===== src/rtl/vc_dest_demux.sv =====
// Two-stage demux between the VC0/VC1 FIFOs and the D0/D1 destination FIFOs.
// VC0 has strict priority. Define DEMUX_STATS_EN to add the d0/d1/drop event counters.
module vc_dest_demux #(
    parameter int BW       = 6,
    parameter int DEST_BIT = 4
) (
    input  logic          clk,
    input  logic          reset_L,
    input  logic [BW-1:0] VC0_data,
    input  logic          VC0_empty,
    output logic          VC0_rd,
    input  logic [BW-1:0] VC1_data,
    input  logic          VC1_empty,
    output logic          VC1_rd,
    input  logic          D0_almost_full,
    input  logic          D1_almost_full,
    input  logic          D0_full,
    input  logic          D1_full,
    output logic          D0_wr,
    output logic [BW-1:0] D0_data_in,
    output logic          D1_wr,
    output logic [BW-1:0] D1_data_in,
    output logic          drop_error,
    output logic          busy
`ifdef DEMUX_STATS_EN
    ,
    output logic [7:0]    d0_count,
    output logic [7:0]    d1_count,
    output logic [7:0]    drop_count
`endif
);

    logic          can_pop;
    logic          s1_valid;
    logic          s1_src;
    logic [BW-1:0] s1_data;
    logic          s1_dest;
    logic          dest_full;
    logic          s1_accept;
    logic          s1_drop;
    logic          s2_valid;
    logic          s2_dest;
    logic [BW-1:0] s2_data;

    // Strobes are gated by reset so nothing is popped while reset is held.
    assign can_pop = !D0_almost_full && !D1_almost_full;
    assign VC0_rd  = reset_L && can_pop && !VC0_empty;
    assign VC1_rd  = reset_L && can_pop && VC0_empty && !VC1_empty;

    always_ff @(posedge clk or negedge reset_L) begin
        if (!reset_L) begin
            s1_valid <= 1'b0;
            s1_src   <= 1'b0;
        end else begin
            s1_valid <= VC0_rd || VC1_rd;
            s1_src   <= VC1_rd;
        end
    end

    always_comb begin
        s1_data   = s1_src ? VC1_data : VC0_data;
        s1_dest   = s1_data[DEST_BIT];
        dest_full = s1_dest ? D1_full : D0_full;
        s1_accept = s1_valid && !dest_full;
        s1_drop   = s1_valid && dest_full;
    end

    // A word whose destination is full in stage 1 never reaches stage 2.
    always_ff @(posedge clk or negedge reset_L) begin
        if (!reset_L) begin
            s2_valid   <= 1'b0;
            s2_dest    <= 1'b0;
            s2_data    <= '0;
            drop_error <= 1'b0;
        end else begin
            s2_valid <= s1_accept;
            if (s1_accept) begin
                s2_data <= s1_data;
                s2_dest <= s1_dest;
            end
            if (s1_drop) begin
                drop_error <= 1'b1;
            end
        end
    end

    assign D0_wr      = s2_valid && !s2_dest;
    assign D1_wr      = s2_valid && s2_dest;
    assign D0_data_in = s2_data;
    assign D1_data_in = s2_data;
    assign busy       = s1_valid || s2_valid;

`ifdef DEMUX_STATS_EN
    // Counters update on the same edge that launches the write or records the drop.
    always_ff @(posedge clk or negedge reset_L) begin
        if (!reset_L) begin
            d0_count   <= 8'd0;
            d1_count   <= 8'd0;
            drop_count <= 8'd0;
        end else begin
            if (s1_accept && !s1_dest) begin
                d0_count <= d0_count + 8'd1;
            end
            if (s1_accept && s1_dest) begin
                d1_count <= d1_count + 8'd1;
            end
            if (s1_drop) begin
                drop_count <= drop_count + 8'd1;
            end
        end
    end
`endif

endmodule


===== config.mk =====
export PLATFORM = sky130hd
export DESIGN_NAME = vc_dest_demux
export DESIGN_NICKNAME = d
export VERILOG_FILES = /design/src/rtl/vc_dest_demux.sv
export SDC_FILE = /design/constraint.sdc
export NUM_CORES = 1
export LEC_CHECK = 0
export CELL_PAD_IN_SITES_DETAIL_PLACEMENT = 1
export CELL_PAD_IN_SITES_GLOBAL_PLACEMENT = 1
export CORE_ASPECT_RATIO = 0.9
export CORE_MARGIN = 2
export CORE_UTILIZATION = 27
export DETAILED_ROUTE_END_ITERATION = 8
export PLACE_DENSITY = 0.83
export SYNTH_ARGS = -nofsm -noshare
export SYNTH_HDL_FRONTEND = slang
export SYNTH_SLANG_ARGS = --single-unit

===== constraint.sdc =====
create_clock -name clk -period 2.6 [get_ports clk]
set_clock_uncertainty 0.05 [all_clocks]
set_input_delay 0.26 -clock clk [delete_from_list [all_inputs] [get_ports clk]]
set_output_delay 0.26 -clock clk [all_outputs]
set_load 0.005 [all_outputs]

; Yosys cells after proc, flatten, opt, wreduce, memory -nomap -nowiden
; Index checks and enable logic that the tools add are counted.
[totals]
reg_bits = 11
in_bits = 20
output_inout_bits = 18
wordCells = 25
[op_classes]
muxes = 2
n_reduce_logical = 17
[op_table]
columns = cell, n
row1 = $logic_and A1 B1 Y1, 9
row2 = $logic_not A1 Y1, 6
row3 = $mux W6, 1
row4 = $logic_or A1 B1 Y1, 2
row5 = $mux W1, 1

; Longest topological paths before layout
; Gate-level depths: netlist of the first run.
[logic_depth]
ltp_word = 6
mapped_depth = 4
depth_no_buf = 3

; Worst setup path after synthesis of the first run
; Ideal clock, no wire load.
[synth_path]
path_type = register to register
from = reg s1_src
to = reg s2_data[0] (netlist: D0_data_in[0])
setup_time_ns = 0.125
arrival_ns = 1.405
slack_ns = 1.020
stages_incl_launch_ff = 5
path_buffers = 1
cell_sequence = dfrtp_1 > buf_6 > mux2i_4 > mux2i_4 > mux2_4
[synth_between]
elab_chain_len = 4
[synth_lines]
columns = item, line_no
row1 = "start, declared", 35  ; logic s1_src;
row2 = "start signal, assigned", 56  ; s1_src <= VC1_rd;
row3 = $mux W6, 61  ; s1_data = s1_src ? VC1_data : VC0_data;
row4 = $mux W1, 63  ; dest_full = s1_dest ? D1_full : D0_full;
row5 = $logic_not A1 Y1, 64  ; s1_accept = s1_valid && !dest_full;
row6 = $logic_and A1 B1 Y1, 64
row7 = via s1_accept, 39  ; logic s1_accept;
row8 = "end signal, assigned", 78  ; s2_data <= s1_data;
row9 = "end, declared", 43  ; logic [BW-1:0] s2_data;
; The timed path passes the listed nets, and every way through them passes these cells.
; A chain may end at the register's enable or synchronous reset.

; Final worst setup path of the first run
[layout_path]
from = in D1_almost_full
to = out VC1_rd
[layout_between]
elab_chain_len = 5
[layout_lines]
columns = item, line_no
row1 = "start, declared", 16  ; input logic D1_almost_full,
row2 = $logic_not A1 Y1, 46  ; assign can_pop = !D0_almost_full && !D1_almost_full;
row3 = $logic_and A1 B1 Y1, 46
row4 = $logic_and A1 B1 Y1 (3 in series), 48  ; assign VC1_rd = reset_L && can_pop && VC0_empty && !VC1_empty;
row5 = "end, declared", 14  ; output logic VC1_rd,
; Every way passes these cells.

==> results of run 1 <==
kinds of logic (layout without fill, tap and decap cells):
group	Yosys count	after routing	synth area share, %
compound gates	4	4	4.31
simple gates	9	9	8.62
mux	13	13	32.3
buf+inv	9	43	11.6
flops	10	10	43.1
state kept, by name, indices dropped and copies added (netlist names):
register,count
s1_valid,1
s2_valid,1
D0_data_in,6
drop_error,1
s1_src,1
final timing paths:
check,endpoint,startpoint,cells past startpoint,slack (ps)
setup / recovery,VC1_rd,D1_almost_full,5,660
hold / removal,D0_data_in[1]$_DFFE_PN0P_,reset_L,2,270
setup reg to reg,D0_data_in[3]$_DFFE_PN0P_,s1_src$_DFF_PN0_,3,790
hold reg to reg,drop_error$_DFFE_PN0P_,drop_error$_DFFE_PN0P_,1,420
max in group asynchronous,drop_error$_DFFE_PN0P_,reset_L,2,2090
min in group clk,drop_error$_DFFE_PN0P_,drop_error$_DFFE_PN0P_,1,420
power by group through the flow:
stage	registers, mW	clock network (mW)	logic (mW)
after floorplan	0.206	0	0.0885
after global placement	0.206	0	0.195
after detailed placement	0.207	0	0.198
after CTS	0.205	0.144	0.199
after global routing	0.208	0.151	0.211
final	0.204	0.138	0.195
per-stage QoR:
| stage | hold WS (ps) | cells | power [mW] |
|---|---|---|---|
| 4_1_cts | 261 | 104 | 0.549 |
| 5_1_grt | 284 | 104 | 0.570 |
| 2_1_floorplan | -85.6 | 45 | 0.294 |
| 3_3_place_gp | 402 | 100 | 0.401 |
| 3_5_place_dp | 413 | 100 | 0.405 |
| 6_report | 266 | 104 | 0.537 |
layout make-up:
class	instances	share of cell area [%]
clock buffer	4	3.77
timing repair buffer	38	39.3
inverter	1	0.390
tap	25	3.25
sequential	10	26.0
multi-input combinational	26	27.3
routing by layer:
metal / up-vias / share of wire, % / GRT usage, %
met5: - / 0 / 0
met4: 0 / 0 / 3.08
met3: 0 / 12 / 4.06
met2: 29 / 46 / 20.0
met1: 205 / 42 / 12.8
li1: 216 / - / -
cells in the mapped netlist:
| library cell | instances | area share, % |
|---|---|---|
| dfrtp_1 | 10 | 43 |
| buf_4 | 7 | 9.1 |
| mux2_2 | 6 | 12 |
| mux2_4 | 5 | 13 |
| a21oi_1 | 2 | 1.7 |
| mux2i_4 | 2 | 7.8 |
| nand2b_1 | 2 | 2.2 |
| nor2_1 | 2 | 1.3 |
| a21boi_0 | 1 | 1.3 |
| a21o_1 | 1 | 1.3 |
| and2_1 | 1 | 1.1 |
| buf_6 | 1 | 1.9 |
| inv_1 | 1 | 0.65 |
| nand2_1 | 1 | 0.65 |
| nor2b_1 | 1 | 1.1 |
| nor3b_1 | 1 | 1.3 |
| or2_2 | 1 | 1.1 |
cells in the final DEF (no fill, tap or decap), drive strengths merged:
| master | netlist | layout |
|---|---|---|
| clkdlybuf4s50 | 0 | 37 |
| mux2 | 11 | 11 |
| dfrtp | 10 | 10 |
| clkbuf | 0 | 4 |
| nor2 | 2 | 2 |
| a21oi | 2 | 2 |
| nand2b | 2 | 2 |
| mux2i | 2 | 2 |
| nand2 | 1 | 1 |
| nor3b | 1 | 1 |
| nor2b | 1 | 1 |
| and2 | 1 | 1 |
| or2 | 1 | 1 |
| inv | 1 | 1 |
| a21boi | 1 | 1 |
| a21o | 1 | 1 |
| buf | 8 | 1 |
==> results.yml, run 1 <==
critical_path:
  end_kind: "output pin"
  cp-start-kind: "primary input"
  cp_cell_sequence: "clkdlybuf4s50_1, nor2_1, nand2_1, nor3b_1, clkdlybuf4s50_1"
  critPathBufInv: 2
  crit_type: "primary input to output pin"
  path_common_cell: "clkdlybuf4s50_1"
  worst-endpoint-arrival_ps: 1630
  cpLargestDelayFamily: "buffers and inverters"
  slowest_delay_ps: 550
  cp_slowest_cell: "clkdlybuf4s50_1"
  required_ps: 2290
  path_max_fanout: 3
routing:
  drc: 0
  via_per_inst: 4.33
  wl_um: 1270
  antenna_left: 0
  vias: 450
  drt_pass1_iterations: 4
  drt_iter0_markers: 3
  wl_per_cell_um: 12.2
floorplanning:
  core-area_mm2: 0.00197
  start_util_pct: 29.5
  die_area_mm2: 0.00254
  die_y_um: 48.0
  ioPinCount: 38
  die_x_um: 52.9
  fp-row-count: 15
cells_and_area:
  drive_gt1_share_pct: 24.1
  seq_area_um2: 250
  fillCellCount: 215
  multi_input_area_um2: 263
  final_area_um2: 962
  nets: 100
  antenna-diode-count: 0
  syn_to_final_growth_pct: 65.7
  utilization_pct: 48.8
clock_tree:
  cts_resized: 0
  cts_sinks: 10
  cts-root-buf: "clkbuf_4"
  cts_tree: "done"
  clock_latency_ps: 260
  clk_pin_slew_worst_paths_ps: 70
  numCtsBuffers: 3
  htreeDepth: 1
  clk_path_buf_depth: 2
  cts_setup_buffers: 0
  hold_buffers: 0
yosys:
  syn_avg_cell_area_um2: 12.9
  syn_area_um2: 581
  ys_warn_count: 0
  synth_nets: 65
  synth_seq_cells: 10
  ys_seq_area_share_pct: 43.1
  synthCells: 45
  ys_types: 17
sta:
  finalCriticalPeriod_ps: 1940
  report.final.hold_viol_count: 0
  finalSetupViolations: 0
  fmax_mhz: 516
  rsz0062_at_grt: "false"
  slew_violations: 0
  setup-tns-final_ps: 0
  fin_crit_sh_pct: 74.5
  maxSlewHeadroom_pct: 76.8
  fin_ws_ps: 662
  tightest_slew_ps: 341
power_and_ir_drop:
  seq_power_share_pct: 38.0
  p_int_mw: 0.416
  switching_share_pct: 22.5
  pwr-share-clk_pct: 25.6
  p_per_area_mw_per_mm2: 558
  leakagePower_nw: 0.389
  p_switching_mw: 0.121
  peakVddDrop_mv: 0.274
  combPwrFrac_pct: 36.3
placement:
  place.gp.congestion: 0.655
  io_buffers: 37
  postPlaceCellArea_um2: 926
  pre_cts_slack_ps: 649
  dp_hpwl_um: 1060
global_route:
  grt_max_degree: 11
  grt_overflow_total: 0
  grt_usage_pct: 11.2
  grt_pass1_wl_um: 2040
  grt_pass1_vias: 486
  antenna_found_initial: 0
status:
  status: "finished, final reports clean"
worst_hold_path:
  min_path_type: "primary input to asynchronous set/reset pin"
job:
  maxCapViolCount: 0
No activity file was read; power rests on OpenSTA's default activity.
==> run 2: changes to the inputs <==
--- a/config.mk
+++ b/config.mk
@@ -9,9 +9,9 @@
 export CELL_PAD_IN_SITES_GLOBAL_PLACEMENT = 1
 export CORE_ASPECT_RATIO = 0.9
 export CORE_MARGIN = 2
-export CORE_UTILIZATION = 27
+export CORE_UTILIZATION = 23
 export DETAILED_ROUTE_END_ITERATION = 8
-export PLACE_DENSITY = 0.83
+export PLACE_DENSITY = 0.75
 export SYNTH_ARGS = -nofsm -noshare
 export SYNTH_HDL_FRONTEND = slang
 export SYNTH_SLANG_ARGS = --single-unit
==> constraint.sdc (replaced) <==
create_clock -name clk -period 1.7 [get_ports clk]
set_clock_uncertainty 0.05 [all_clocks]
set_input_delay 0.17 -clock clk [delete_from_list [all_inputs] [get_ports clk]]
set_output_delay 0.17 -clock clk [all_outputs]
set_load 0.005 [all_outputs]
==> results.yml, run 2 (same netlist as run 1, synthesis figures left out) <==
status:
  status: "finished, final reports clean"
global_route:
  grt_max_degree: 11
  grt_pass1_wl_um: 2160
  grt_overflow_total: 0
  grt_usage_pct: 9.94
  antenna_found_initial: 0
  grt_pass1_vias: 495
clock_tree:
  cts_tree: "done"
  cts_resized: 3
  cts_sinks: 10
  clk_pin_slew_worst_paths_ps: 60
  clock_latency_ps: 250
  hold_buffers: 0
  numCtsBuffers: 3
  htreeDepth: 1
  cts_setup_buffers: 0
  cts-root-buf: "clkbuf_4"
  clk_path_buf_depth: 2
sta:
  report.final.hold_viol_count: 0
  finalCriticalPeriod_ps: 1620
  fin_ws_ps: 76.5
  holdWs_ps: 189
  fmax_mhz: 616
  fin_crit_sh_pct: 95.5
  maxSlewHeadroom_pct: 87.1
  tightest_slew_ps: 189
  finalSetupViolations: 0
  rsz0062_at_grt: "false"
  slew_violations: 0
routing:
  antenna_left: 0
  via_per_inst: 4.29
  drt_pass1_iterations: 2
  wl_um: 1350
  vias: 472
  drc: 0
  wl_per_cell_um: 12.3
  drt_iter0_markers: 4
floorplanning:
  die_y_um: 51.7
  start_util_pct: 23.9
  die_x_um: 57.0
  fp-row-count: 17
  core-area_mm2: 0.00242
  die_area_mm2: 0.00294
  ioPinCount: 38
critical_path:
  crit_path_end: "busy"
  critPathBufInv: 1
  slowest_delay_ps: 440
  path_max_fanout: 4
  r2r_slack_ps: 100
  cp-start-kind: "flip-flop"
  cp_slowest_cell: "clkdlybuf4s50_1"
  crit_type: "flip-flop to output pin"
  crit_path_start: "s1_valid$_DFF_PN0_"
  cpLargestDelayFamily: "buffers and inverters"
  end_kind: "output pin"
  path_depth: 2
  required_ps: 1480
  r2r_cells: 4
  cp_cell_sequence: "or2_2, clkdlybuf4s50_1"
  timing.rr.end: "D0_data_in[5]$_DFFE_PN0P_"
  worst-endpoint-arrival_ps: 1400
  r2r-start: "s1_src$_DFF_PN0_"
cells_and_area:
  largest_reg_flops: 6
  final_common_cell: "clkdlybuf4s50_1"
  antenna-diode-count: 0
  seq_area_um2: 250
  final_cell_mix: "35 x clkdlybuf4s50_1, 10 x dfrtp_1, 6 x mux2_2"
  drive_gt1_share_pct: 28.0
  final_cell_count_no_fill: 110
  nets: 104
  multi_input_area_um2: 268
  syn_to_final_growth_pct: 71.8
  fillCellCount: 272
  final_area_um2: 997
job:
  maxCapViolCount: 0
power_and_ir_drop:
  switching_share_pct: 23.1
  seq_power_share_pct: 40.4
  leakagePower_nw: 0.415
  combPwrFrac_pct: 39.8
  peakVddDrop_mv: 0.497
  p_per_area_mw_per_mm2: 774
  p_switching_mw: 0.178
  pwr-share-clk_pct: 19.8
  finalPower_mw: 0.772
  p_int_mw: 0.594
placement:
  place.gp.congestion: 0.648
  postPlaceCellArea_um2: 972
  io_buffers: 37
  dp_hpwl_um: 1140
  pre_cts_slack_ps: -104
  place_inst: 107
worst_hold_path:
  min_path_type: "primary input to asynchronous set/reset pin"
run 2: changes by cell type in the layout (fill, tap and decap cells not counted), sizes merged:
cell / previous run / this run
dlygate4sd2: 0 / 2
clkbuf: 4 / 3
buf: 1 / 5
clkdlybuf4s50: 37 / 35
run 2: metal layers:
layer  track usage, %  up-vias  routed length (µm)
li1                 -      223                   -
met1             10.2      222                 516
met2             17.8       25                 678
met3             4.73        2                 147
met4             3.49        0                   9
met5                0        -                   0
run 2: per-stage QoR:
stage	setup TNS, ps	util, %
6_report	0	41.1
5_1_grt	0	41.1
4_1_cts	0	41.1
3_5_place_dp	-261	40.1
3_3_place_gp	-77.2	40.1
2_1_floorplan	0	-
run 2: final cells by class:
cell class	count	share of cell area [%]
inverters	1	0.376
multi-input cells	26	26.9
repair buffers	42	41.9
flip-flops and latches	10	25.1
clock buffers	3	2.26
well taps	28	3.51
run 2: how the worst min path moves through the flow:
stage | endpoint | startpoint | cells past startpoint | slack, ps
final | D0_data_in[0]$_DFFE_PN0P_ | reset_L | 2 | 190
after detailed placement | drop_error$_DFFE_PN0P_ | drop_error$_DFFE_PN0P_ | 1 | 410
after CTS | D0_data_in[0]$_DFFE_PN0P_ | reset_L | 2 | 190
after global routing | D0_data_in[0]$_DFFE_PN0P_ | reset_L | 2 | 200
after floorplan | D0_data_in[0]$_DFFE_PN0P_ | reset_L | 0 | -180
after global placement | drop_error$_DFFE_PN0P_ | drop_error$_DFFE_PN0P_ | 1 | 400
run 2: power groups by stage:
stage / combinational (mW) / clock [mW] / sequential, mW
finish: 0.307 / 0.153 / 0.311
global route: 0.326 / 0.177 / 0.316
floorplan: 0.135 / 0 / 0.315
CTS: 0.314 / 0.165 / 0.313
global placement: 0.305 / 0 / 0.313
detailed placement: 0.312 / 0 / 0.316
